## config.mk

```make
export PLATFORM = sky130hd
export DESIGN_NAME = gate_check_seq
export DESIGN_NICKNAME = d
export VERILOG_FILES = /design/src/rtl/gate_check_seq.sv
export SDC_FILE = /design/constraint.sdc
export NUM_CORES = 1
export LEC_CHECK = 0
export CORE_AREA = 10 10 59 61
export CTS_CLUSTER_SIZE = 30
export DETAILED_ROUTE_END_ITERATION = 8
export DIE_AREA = 0 0 69 71
export MAX_ROUTING_LAYER = met4
export PLACE_DENSITY_LB_ADDON = 0.15
export SLEW_MARGIN = 20
export SYNTH_ARGS = -nofsm -noshare
export SYNTH_HDL_FRONTEND = slang
export SYNTH_SLANG_ARGS = --single-unit
```

## constraint.sdc

```tcl
create_clock -name clk -period 1.8 [get_ports clk]
set_input_delay 0.54 -clock clk [delete_from_list [all_inputs] [get_ports clk]]
set_output_delay 0.54 -clock clk [all_outputs]
set_load 0.02 [all_outputs]
```

## src/rtl/gate_check_seq.sv

```systemverilog
// Self-checking truth-table sequencer for a 2-input gate network: drives
// {a,b} = 00, 01, 10, 11, waits SETTLE cycles per vector, then compares dut_y to EXP_TT.
module gate_check_seq #(
  parameter logic [3:0]  EXP_TT = 4'b1110,
  parameter int unsigned SETTLE = 1
) (
  input  logic       clk,
  input  logic       rst,
  input  logic       start,
  input  logic       dut_y,
  output logic       t_a,
  output logic       t_b,
  output logic       busy,
  output logic       done,
  output logic       pass,
  output logic [2:0] err_count,
  output logic [3:0] fail_mask
);

  typedef enum logic [1:0] {
    S_IDLE,
    S_WAIT,
    S_CHECK,
    S_DONE
  } state_e;

  // The settle counter reloads to SETTLE-1, so WAIT lasts exactly SETTLE cycles.
  localparam logic [3:0] WCNT_RELOAD = 4'(SETTLE - 1);

  state_e     state_q, state_d;
  logic [1:0] idx_q, idx_d;
  logic [3:0] wcnt_q, wcnt_d;
  logic [2:0] err_count_q, err_count_d;
  logic [3:0] fail_mask_q, fail_mask_d;

  // NOTE: registers use non-blocking assignments so every flop samples the
  // values from before the edge; blocking here would create ordering races.
  always_ff @(posedge clk) begin
    if (rst) begin
      state_q     <= S_IDLE;
      idx_q       <= 2'd0;
      wcnt_q      <= 4'd0;
      err_count_q <= 3'd0;
      fail_mask_q <= 4'd0;
    end else begin
      state_q     <= state_d;
      idx_q       <= idx_d;
      wcnt_q      <= wcnt_d;
      err_count_q <= err_count_d;
      fail_mask_q <= fail_mask_d;
    end
  end

  // NOTE: every next-state signal is defaulted to its current value first, so
  // no path through the case statement leaves a signal unassigned (no latches).
  always_comb begin
    state_d     = state_q;
    idx_d       = idx_q;
    wcnt_d      = wcnt_q;
    err_count_d = err_count_q;
    fail_mask_d = fail_mask_q;

    unique case (state_q)
      S_IDLE, S_DONE: begin
        if (start) begin
          state_d     = S_WAIT;
          idx_d       = 2'd0;
          wcnt_d      = WCNT_RELOAD;
          err_count_d = 3'd0;
          fail_mask_d = 4'd0;
        end
      end

      S_WAIT: begin
        if (wcnt_q != 4'd0) begin
          wcnt_d = wcnt_q - 4'd1;
        end else begin
          state_d = S_CHECK;
        end
      end

      S_CHECK: begin
        if (dut_y != EXP_TT[idx_q]) begin
          fail_mask_d[idx_q] = 1'b1;
          if (err_count_q != 3'd4) begin
            err_count_d = err_count_q + 3'd1;
          end
        end
        if (idx_q == 2'd3) begin
          state_d = S_DONE;
        end else begin
          idx_d   = idx_q + 2'd1;
          wcnt_d  = WCNT_RELOAD;
          state_d = S_WAIT;
        end
      end

      default: state_d = S_IDLE;
    endcase
  end

  // idx is zero whenever IDLE is reachable, and holds 3 in DONE, so the DUT
  // inputs come straight from it.
  assign t_a       = idx_q[1];
  assign t_b       = idx_q[0];
  assign busy      = (state_q == S_WAIT) || (state_q == S_CHECK);
  assign done      = (state_q == S_DONE);
  assign pass      = done && (err_count_q == 3'd0);
  assign err_count = err_count_q;
  assign fail_mask = fail_mask_q;

endmodule

```

==> metrics.txt <==
status=complete, no violations; Power Total=0.831 mW; worst-margin pin slew=approximately 0.35 ns; clock share of power=0.241; Critical Path AT=roughly 1.2 ns; syn_nets=~120; post-DR wirelength/cell=approximately 12 microns; CTS Buf Count=3; clk_lat worst skew=~0.28 ns; vias per inst=4.89; Cell Rows=18; CP Class=reg2out; PwrDens=669 nW/um^2; WP data required=1.26 ns; ratio of cells with drive above 1 in the final layout=0.252; H-tree Lvls=1; worst hold path type=reg2reg; Clock Sinks=15; hold_buf cts=0; final max-slew violation count=0; DPL Wire Length=~1600 microns; critical path endpoint category=output port; Final #Nets=about 160; leading cell type in the layout, fill and taps excluded=buf_4; Detailed Routing Iterations Pass 1=4; crit-path max FO=4; Max-Slew Margin vs Limit=0.766; ant diodes=0; post-synthesis sequential area ratio=0.332; startpoint types=flip-flop; Tmin final=about 1.7 ns; RSZ-0062 raised after global routing=false; Routed WL=just over 2000 microns; initial core utilization=0.379; maxcap violations=0; Area Growth Syn to Fin=37.3%; FF+latch area=roughly 310 sq um; Fmax=584 MHz; Yosys warnings=0; Final Hold Vio Count=0; library cells used by synthesis=29; antenna violations before repair=0; clk_skew=~0.0012 ns; total track usage=0.0900; DP Worst Slack=-0.164 ns; drt initial violations=58; Ports=16; total number of vias=about 830; leading cell types in the layout, fill and taps excluded=buf_4, a21oi_1, inv_1, nor2_1, dfxtp_1; die area=around 4900 sq um; final hold slack=0.474 ns; Longest Clk Path Bufs=2; DRC viols=0; Filler cells=between 200 and 300; slack of the critical path=0.0878 ns; I/O Buffers=15; Placed Area=1200 sq um; flops & latches, synth=15; fin cells=approximately 170; Post-CTS Setup Inserts=0; syn_area_per_cell=between 8 and 9 sq um; P_sw=0.266 mW; vias in the first global route=around 870; Int Pwr=around 0.57 mW; Post-Place Cells=around 170; TritonCTS clock tree=yes; Worst R2R Setup Slack=~0.11 ns; Comb pwr share=0.333; Gate Count Post-Synth=between 100 and 150; endpoints failing setup=0; Std-Cell Core Area=~2400 sq um; leakage power=0.600 nW; pin count of the biggest net entering global routing=12; die width=about 69 microns; Sw Ratio=0.320; Max IR drop VDD=0.386 mV; Final ANT Viol Nets=0; period utilisation layout=0.951; total global routing overflow=0; clock-pin slew on the worst setup and hold paths=0.09 ns; fin area=about 1200 sq um; area of the multi-input gates=571 sq um; die height=approximately 70 microns; clk root buf=clkbuf_4; first-pass GRT wire length=between 3000 and 4000 microns; RD Place Congestion=between 0.7 and 0.8; Cell Area, Synth=between 900 and 1000 sq um; register share of total power=0.426
final cells by class:
type,count,share of cell area
inverter,11,0.0332
sequential,15,0.248
tap,30,0.0302
multi-input combinational,78,0.459
clock buffer,4,0.0211
timing repair buffer,31,0.208
kinds of logic (layout without fill, tap and decap cells):
group,count (synthesis),in the layout,share of synthesized area
adders and majority gates,13,13,0.180
buffers and inverters,14,46,0.0595
AOI/OAI and AO/OA,27,27,0.210
xor gates and xnor gates,1,1,0.00968
and+or+nand+nor,37,37,0.209
DFF,15,15,0.332
synth_stat cells:
| cell type | number | area [sq um] |
|---|---|---|
| a2111oi_4 | 1 | 27.5 |
| a211oi_1 | 2 | 15.0 |
| a211oi_2 | 1 | 12.5 |
| a21oi_1 | 13 | 65.1 |
| a21oi_2 | 1 | 8.76 |
| a2bb2oi_1 | 2 | 17.5 |
| a31oi_1 | 1 | 6.26 |
| and2_1 | 1 | 6.26 |
| and2b_4 | 1 | 10.0 |
| and3_1 | 1 | 6.26 |
| buf_2 | 1 | 5.00 |
| clkbuf_1 | 2 | 7.51 |
| dfxtp_1 | 15 | 300 |
| ha_1 | 13 | 163 |
| inv_1 | 11 | 41.3 |
| nand2_1 | 9 | 33.8 |
| nand2b_1 | 4 | 25.0 |
| nand3_1 | 3 | 15.0 |
| nand3b_1 | 1 | 7.51 |
| nand4_1 | 1 | 6.26 |
| nor2_1 | 11 | 41.3 |
| nor3_1 | 1 | 5.00 |
| o211ai_1 | 1 | 7.51 |
| o21ai_0 | 3 | 15.0 |
| o31ai_1 | 2 | 15.0 |
| or3_1 | 2 | 12.5 |
| or3b_1 | 1 | 8.76 |
| or3b_4 | 1 | 11.3 |
| xor2_1 | 1 | 8.76 |
timing repair:
item,4_1_cts,5_1_grt
setup endpoints to repair,10,18
gates resized for setup,15,14
hold endpoints to repair,0,0
pin swaps,0,4
critical path, cell delays in order (launching register included):
cell     delay, ns
dfxtp_2       0.36
inv_1         0.08
ha_4          0.27
inv_1         0.03
buf_2         0.15
per-layer routing:
metal  wire (microns)  GRT usage
met5                0          -
met4               19     0.0336
met3               71     0.0321
met2              973      0.152
met1              987     0.0942
metrics by stage:
stage | utilization | setup TNS (ns)
after floorplan | - | 0
after global placement | 0.503 | -1.24
after detailed placement | 0.503 | -1.50
after CTS | 0.510 | 0
after global routing | 0.520 | 0
final | 0.520 | 0
power groups by stage:
stage                     logic (mW)  registers (mW)  clock network [mW]
after floorplan                0.142           0.369                   0
after global placement         0.273           0.360                   0
after detailed placement       0.277           0.361                   0
after CTS                      0.271           0.354               0.208
after global routing           0.306           0.357               0.223
final                          0.277           0.354               0.200
worst paths after layout:
| path | cells past startpoint | from | to |
|---|---|---|---|
| max | 4 | state_q[0]$_SDFFE_PP0P_ | busy |
| min | 2 | fail_mask[1]$_SDFFE_PP0P_ | fail_mask[1]$_SDFFE_PP0P_ |
| max reg2reg | 8 | state_q[0]$_SDFFE_PP0P_ | fail_mask[2]$_SDFFE_PP0P_ |
| min reg2reg | 2 | fail_mask[1]$_SDFFE_PP0P_ | fail_mask[1]$_SDFFE_PP0P_ |
sequential cells by signal, summed over array words and instances, names as in the netlist:
| signal | cells |
|---|---|
| state_q | 2 |
| fail_mask | 4 |
| idx_q | 2 |
| err_count | 3 |
| wcnt_q | 4 |
Power figures use the tool's default switching activity.
